<file path="src/rtl/mips_pipeline_ifid_pkg.sv">
// rtl/mips_pipeline_ifid_pkg.sv - shared IF/ID entry type, NOP constant and opFunc field positions
package mips_pipeline_ifid_pkg;

    localparam int ADDR_W   = 32;
    localparam int INSTR_W  = 32;
    localparam int OPFUNC_W = 12;
    localparam int CNT_W    = 16;

    // opFunc = {opcode, funct}; reused by the opFunc control and categorizer blocks
    localparam int OPCODE_HI = 31;
    localparam int OPCODE_LO = 26;
    localparam int FUNCT_HI  = 5;
    localparam int FUNCT_LO  = 0;

    typedef struct packed {
        logic               valid;
        logic [ADDR_W-1:0]  pc;
        logic [INSTR_W-1:0] instr;
    } ifid_entry_t;

    localparam ifid_entry_t IFID_NOP = '0;

endpackage

</file>
<file path="src/rtl/mips_pipeline_ifid_slot.sv">
// rtl/mips_pipeline_ifid_slot.sv - one {valid, pc, instr} pipeline entry with load and clear
module mips_pipeline_ifid_slot #(
    parameter int ADDR_W  = 32,
    parameter int INSTR_W = 32
) (
    input  logic               clock,
    input  logic               reset,
    input  logic               load,
    input  logic               clear,
    input  logic               d_valid,
    input  logic [ADDR_W-1:0]  d_pc,
    input  logic [INSTR_W-1:0] d_instr,
    output logic               valid,
    output logic [ADDR_W-1:0]  pc,
    output logic [INSTR_W-1:0] instr
);

    // clear kills the entry but keeps pc; instr is zeroed so a dead entry reads as NOP
    always_ff @(posedge clock or posedge reset) begin
        if (reset) begin
            valid <= 1'b0;
            pc    <= '0;
            instr <= '0;
        end else if (clear) begin
            valid <= 1'b0;
            instr <= '0;
        end else if (load) begin
            valid <= d_valid;
            pc    <= d_pc;
            instr <= d_instr;
        end
    end

endmodule

</file>
<file path="src/rtl/mips_pipeline_ifid_latch.sv">
// rtl/mips_pipeline_ifid_latch.sv - IF/ID register with skid slot, stall/flush and bubble counter
module mips_pipeline_ifid_latch
    import mips_pipeline_ifid_pkg::*;
#(
    parameter int P_ADDR_W   = ADDR_W,
    parameter int P_INSTR_W  = INSTR_W,
    parameter int P_OPFUNC_W = OPFUNC_W,
    parameter int P_CNT_W    = CNT_W
) (
    input  logic                  clock,
    input  logic                  reset,
    input  logic                  ifValid,
    output logic                  ifReady,
    input  logic [P_ADDR_W-1:0]   ifPc,
    input  logic [P_INSTR_W-1:0]  ifInstr,
    input  logic                  stall,
    input  logic                  flush,
    output logic                  idValid,
    output logic [P_ADDR_W-1:0]   idPc,
    output logic [P_ADDR_W-1:0]   idPcPlus4,
    output logic [P_INSTR_W-1:0]  idInstr,
    output logic [P_OPFUNC_W-1:0] idOpFunc,
    output logic [P_CNT_W-1:0]    bubbleCount
);

    logic                 m_valid, s_valid;
    logic [P_ADDR_W-1:0]  m_pc, s_pc;
    logic [P_INSTR_W-1:0] m_instr, s_instr;
    logic                 accept;
    logic                 m_load, s_load, s_clear;
    logic                 m_d_valid;
    logic [P_ADDR_W-1:0]  m_d_pc;
    logic [P_INSTR_W-1:0] m_d_instr;

    assign ifReady = !s_valid;
    assign accept  = ifValid && ifReady;

    // flush > stall > advance; while S is full ifReady is low, so advance drains S first
    assign m_load  = !flush && !stall;
    assign s_load  = !flush && stall && accept;
    assign s_clear = flush || (!stall && s_valid);

    always_comb begin
        m_d_valid = ifValid;
        m_d_pc    = ifPc;
        m_d_instr = ifValid ? ifInstr : '0;
        if (s_valid) begin
            m_d_valid = 1'b1;
            m_d_pc    = s_pc;
            m_d_instr = s_instr;
        end
    end

    mips_pipeline_ifid_slot #(.ADDR_W(P_ADDR_W), .INSTR_W(P_INSTR_W)) u_main (
        .clock   (clock),
        .reset   (reset),
        .load    (m_load),
        .clear   (flush),
        .d_valid (m_d_valid),
        .d_pc    (m_d_pc),
        .d_instr (m_d_instr),
        .valid   (m_valid),
        .pc      (m_pc),
        .instr   (m_instr)
    );

    mips_pipeline_ifid_slot #(.ADDR_W(P_ADDR_W), .INSTR_W(P_INSTR_W)) u_skid (
        .clock   (clock),
        .reset   (reset),
        .load    (s_load),
        .clear   (s_clear),
        .d_valid (1'b1),
        .d_pc    (ifPc),
        .d_instr (ifInstr),
        .valid   (s_valid),
        .pc      (s_pc),
        .instr   (s_instr)
    );

    assign idValid   = m_valid;
    assign idPc      = m_pc;
    assign idPcPlus4 = m_pc + P_ADDR_W'(4);
    assign idInstr   = m_valid ? m_instr : '0;
    assign idOpFunc  = {idInstr[OPCODE_HI:OPCODE_LO], idInstr[FUNCT_HI:FUNCT_LO]};

    always_ff @(posedge clock or posedge reset) begin
        if (reset) begin
            bubbleCount <= '0;
        end else if (!m_valid && (bubbleCount != {P_CNT_W{1'b1}})) begin
            bubbleCount <= bubbleCount + 1'b1;
        end
    end

endmodule

</file>
<file path="config.mk">
export PLATFORM = sky130hd
export DESIGN_NAME = mips_pipeline_ifid_latch
export DESIGN_NICKNAME = d
export VERILOG_FILES = /design/src/rtl/mips_pipeline_ifid_pkg.sv /design/src/rtl/mips_pipeline_ifid_slot.sv /design/src/rtl/mips_pipeline_ifid_latch.sv
export SDC_FILE = /design/constraint.sdc
export NUM_CORES = 1
export LEC_CHECK = 0
export CELL_PAD_IN_SITES_DETAIL_PLACEMENT = 1
export CELL_PAD_IN_SITES_GLOBAL_PLACEMENT = 1
export CORE_MARGIN = 10
export CORE_UTILIZATION = 30
export CTS_BUF_LIST = sky130_fd_sc_hd__clkbuf_8
export DETAILED_ROUTE_END_ITERATION = 8
export PLACE_DENSITY = 0.76
export SYNTH_ARGS = -nofsm -noshare
export SYNTH_HDL_FRONTEND = slang
export SYNTH_SLANG_ARGS = --single-unit
</file>
<file path="constraint.sdc">
create_clock -name clock -period 6.8 [get_ports clock]
set_input_delay 2.04 -clock clock [delete_from_list [all_inputs] [get_ports clock]]
set_output_delay 2.04 -clock clock [all_outputs]
set_load 0.005 [all_outputs]
</file>
==> metrics.txt <==
CP Max Fanout 7; final setup violation count 0; IO Pins 195; non-filler cells, final 1212; Data arrival, critical path 2.78 ns; placed insts 1181; Switching Share 0.2811; Crit path max-delay family simple AND/OR/NAND/NOR gates; CP Launch Type flop; Internal 1740 uW; Mapped Cells 721; clk slew on worst S/H paths 0.08 ns; mapped cell area 7261 um^2; ratio of final minimum period to clock period 0.7095; Inserted Diodes 0; P per Cell Area 245.6 nW/um^2; global route total overflow 0; Iteration-0 DRC Markers 338; largest net degree at the start of global routing 100; max-slew violations 0; CP endpoint kind primary output; CTS Buf Count 17; Clock Tree Buf Depth 2; Worst-Margin Slew 1.159 ns; hold crit path type reg -> reg; Syn Nets 792; Total GRT Usage 0.1441; WL/cell 18.38 um; Critical Path Start u_main.pc[19]; unrepaired setup endpoints after global routing false; Setup TNS Final 0 ns; Die Height 175.6 um; GPL Wtd Cong 0.7752; Final nets 952; CTS tree built; CP Cell Sequence nand4_1 -> nor4_1 -> nand3_1 -> xnor2_1 -> clkdlybuf4s50_1; Max-cap violations 0; die area 30820 um^2; FF-to-FF path depth 5; max incr delay on CP 0.74 ns; required time of the critical path 4.76 ns; Final Critical Period 4.825 ns; Layout area overhead 35.69%; warnings from Yosys 0; postcts setup bufs 0; Worst setup endpoint idPcPlus4[28]; Die X 175.6 um; Flop pwr share 0.453; Reg-to-Reg Start u_skid.valid; I/O Buffers 194; antenna-violating nets left 0; layout cell share with drive strength beyond 1 0.09966; Synth cell types 38; crit path buf inv count 1; # H-tree levels 4; #FFs+latches synth 146; HPWL Detailed 15.73 mm; Num Clock Sinks 146; Root Driver clkbuf_8; Critical Path Stages 5; highest clock rate 207.3 MHz; Worst Setup Path Type reg -> out; drt total wl 22.27 mm; register area share after synthesis 0.5032; Pre-antenna DRT Iters 4; final hold violations 0; FF-to-FF End u_skid.instr[22]; Slowest-stage cell, CP nor4_1; Syn Area/Cell 10.07 um^2; run status finished, final reports clean; worst skew pair latency 0.45 ns; via count 5928; initial antenna violation count 0; core area 23610 um^2; hold_buf cts 0; Initial Utilization 0.3075; largest vdd supply drop 0.0001068 V; post-cts resize count 0; r2r setup slk 4.15 ns; Static Leakage 0.004034 uW; Layout Skew 0.01734 ns; site row count 56; final hold slack 0.5078 ns; DR DRC count 0; via/cell ratio 4.891; first-pass GRT wire length 35.74 mm; slew margin rel. 0.2275; hold depth 1; power share of the clock group 0.346; Net Sw Power 680.1 uW; Comb pwr share 0.201; vias in the first global route 6214
worst min-delay path by stage:
stage	startpoint	slack (ns)	endpoint
global placement	u_skid.instr[2]	0.48	u_skid.instr[2]
finish	u_skid.instr[14]	0.51	u_skid.instr[14]
CTS	u_skid.instr[15]	0.51	u_skid.instr[15]
floorplan	u_skid.instr[0]	0.47	u_skid.instr[0]
detailed placement	u_skid.instr[0]	0.49	u_skid.instr[0]
global route	u_skid.instr[15]	0.52	u_skid.instr[15]
through the flow:
step / utilization / cell area [um^2] / setup WS, ns / power [uW]
floorplan: - / 7261 / 0.8370 / 1306
global placement: 0.3968 / 9369 / 2.062 / 1588
detailed placement: 0.3968 / 9369 / 2.009 / 1610
CTS: 0.4172 / 9852 / 1.926 / 2459
global route: 0.4172 / 9852 / 1.713 / 2549
finish: 0.4172 / 9852 / 1.975 / 2420
power groups by stage:
stage	combinational (uW)	clock, uW	sequential (uW)
final	486	838	1100
after global routing	537	899	1110
after CTS	500	863	1100
after detailed placement	498	0	1110
after global placement	483	0	1100
after floorplan	229	0	1080
cells in the final DEF, fill, tap and decap left out, types with 3 or more instances in the layout:
master and count:
clkdlybuf4s50_1 192, dfrtp_1 145, nand2_1 88, a21oi_1 56, nor2_1 56, mux2i_1 41, o21ai_0 41, mux2_2 35
and2_1 33, nand3b_1 24, a22o_1 24, xnor2_1 24, nand3_1 19, clkbuf_8 17, nand4_1 12, xor2_1 11
a22oi_1 8, buf_4 8, inv_1 7, nor3_1 6, bufinv_16 6, inv_6 5, nor4_1 4, nor4_4 3
and3_1 3, clkinv_4 3
cells by family after synthesis:
group                      Yosys count  share of synthesized area
adders and majority gates            2                   0.003446
buffers and inverters               69                    0.04567
xor gates and xnor gates            35                    0.04222
DFF                                146                     0.5032
AOI/OAI and AO/OA                  130                     0.1055
muxes                               77                     0.1124
and+or+nand+nor                    262                     0.1877
registers in the layout (all words and copies together), names as in the netlist:
signal,flops
bubbleCount,16
u_skid.pc,32
u_skid.instr,32
u_main.pc,32
u_main.valid,1
u_skid.valid,1
u_main.instr,32
layer usage:
| layer | track usage | wire length, um |
|---|---|---|
| met1 | 0.1721 | 9473 |
| met2 | 0.2536 | 11740 |
| met3 | 0.03603 | 896 |
| met4 | 0.03391 | 157 |
| met5 | 0 | 0 |
cell type report:
type	instances	area, um^2
clock buffers	17	234.0
multi-input cells	506	3286
flip-flops and latches	146	3657
fillers	2652	13760
well taps	319	399.1
clock inverters	14	249.0
repair buffers	202	1992
inverters	8	35.03
cells in the mapped netlist:
cell type,count,area [um^2]
a21oi_1,56,280.3
a22o_1,24,210.2
a22oi_1,8,60.06
and2_1,33,206.5
and3_1,3,18.77
and3b_1,1,8.760
and4_1,1,8.760
and4b_1,1,10.01
buf_1,7,26.28
buf_2,13,65.06
buf_4,15,112.6
clkbuf_1,26,97.59
dfrtp_1,146,3654
ha_1,2,25.02
inv_1,8,30.03
mux2_1,1,11.26
mux2_2,35,394.1
mux2i_1,41,410.4
nand2_1,88,330.3
nand2b_1,1,6.260
nand3_1,19,95.09
nand3_2,1,10.01
nand3b_1,24,180.2
nand4_1,12,75.07
nand4_2,2,25.02
nand4_4,1,21.27
nor2_1,56,210.2
nor2_2,1,6.260
nor3_1,8,40.04
nor3b_1,1,7.510
nor4_1,4,25.02
nor4_4,3,63.81
o21ai_0,41,205.2
o32a_1,1,10.01
or2_2,1,6.260
or4_1,1,7.510
xnor2_1,24,210.2
xor2_1,11,96.34
Power figures use the tool's default switching activity.
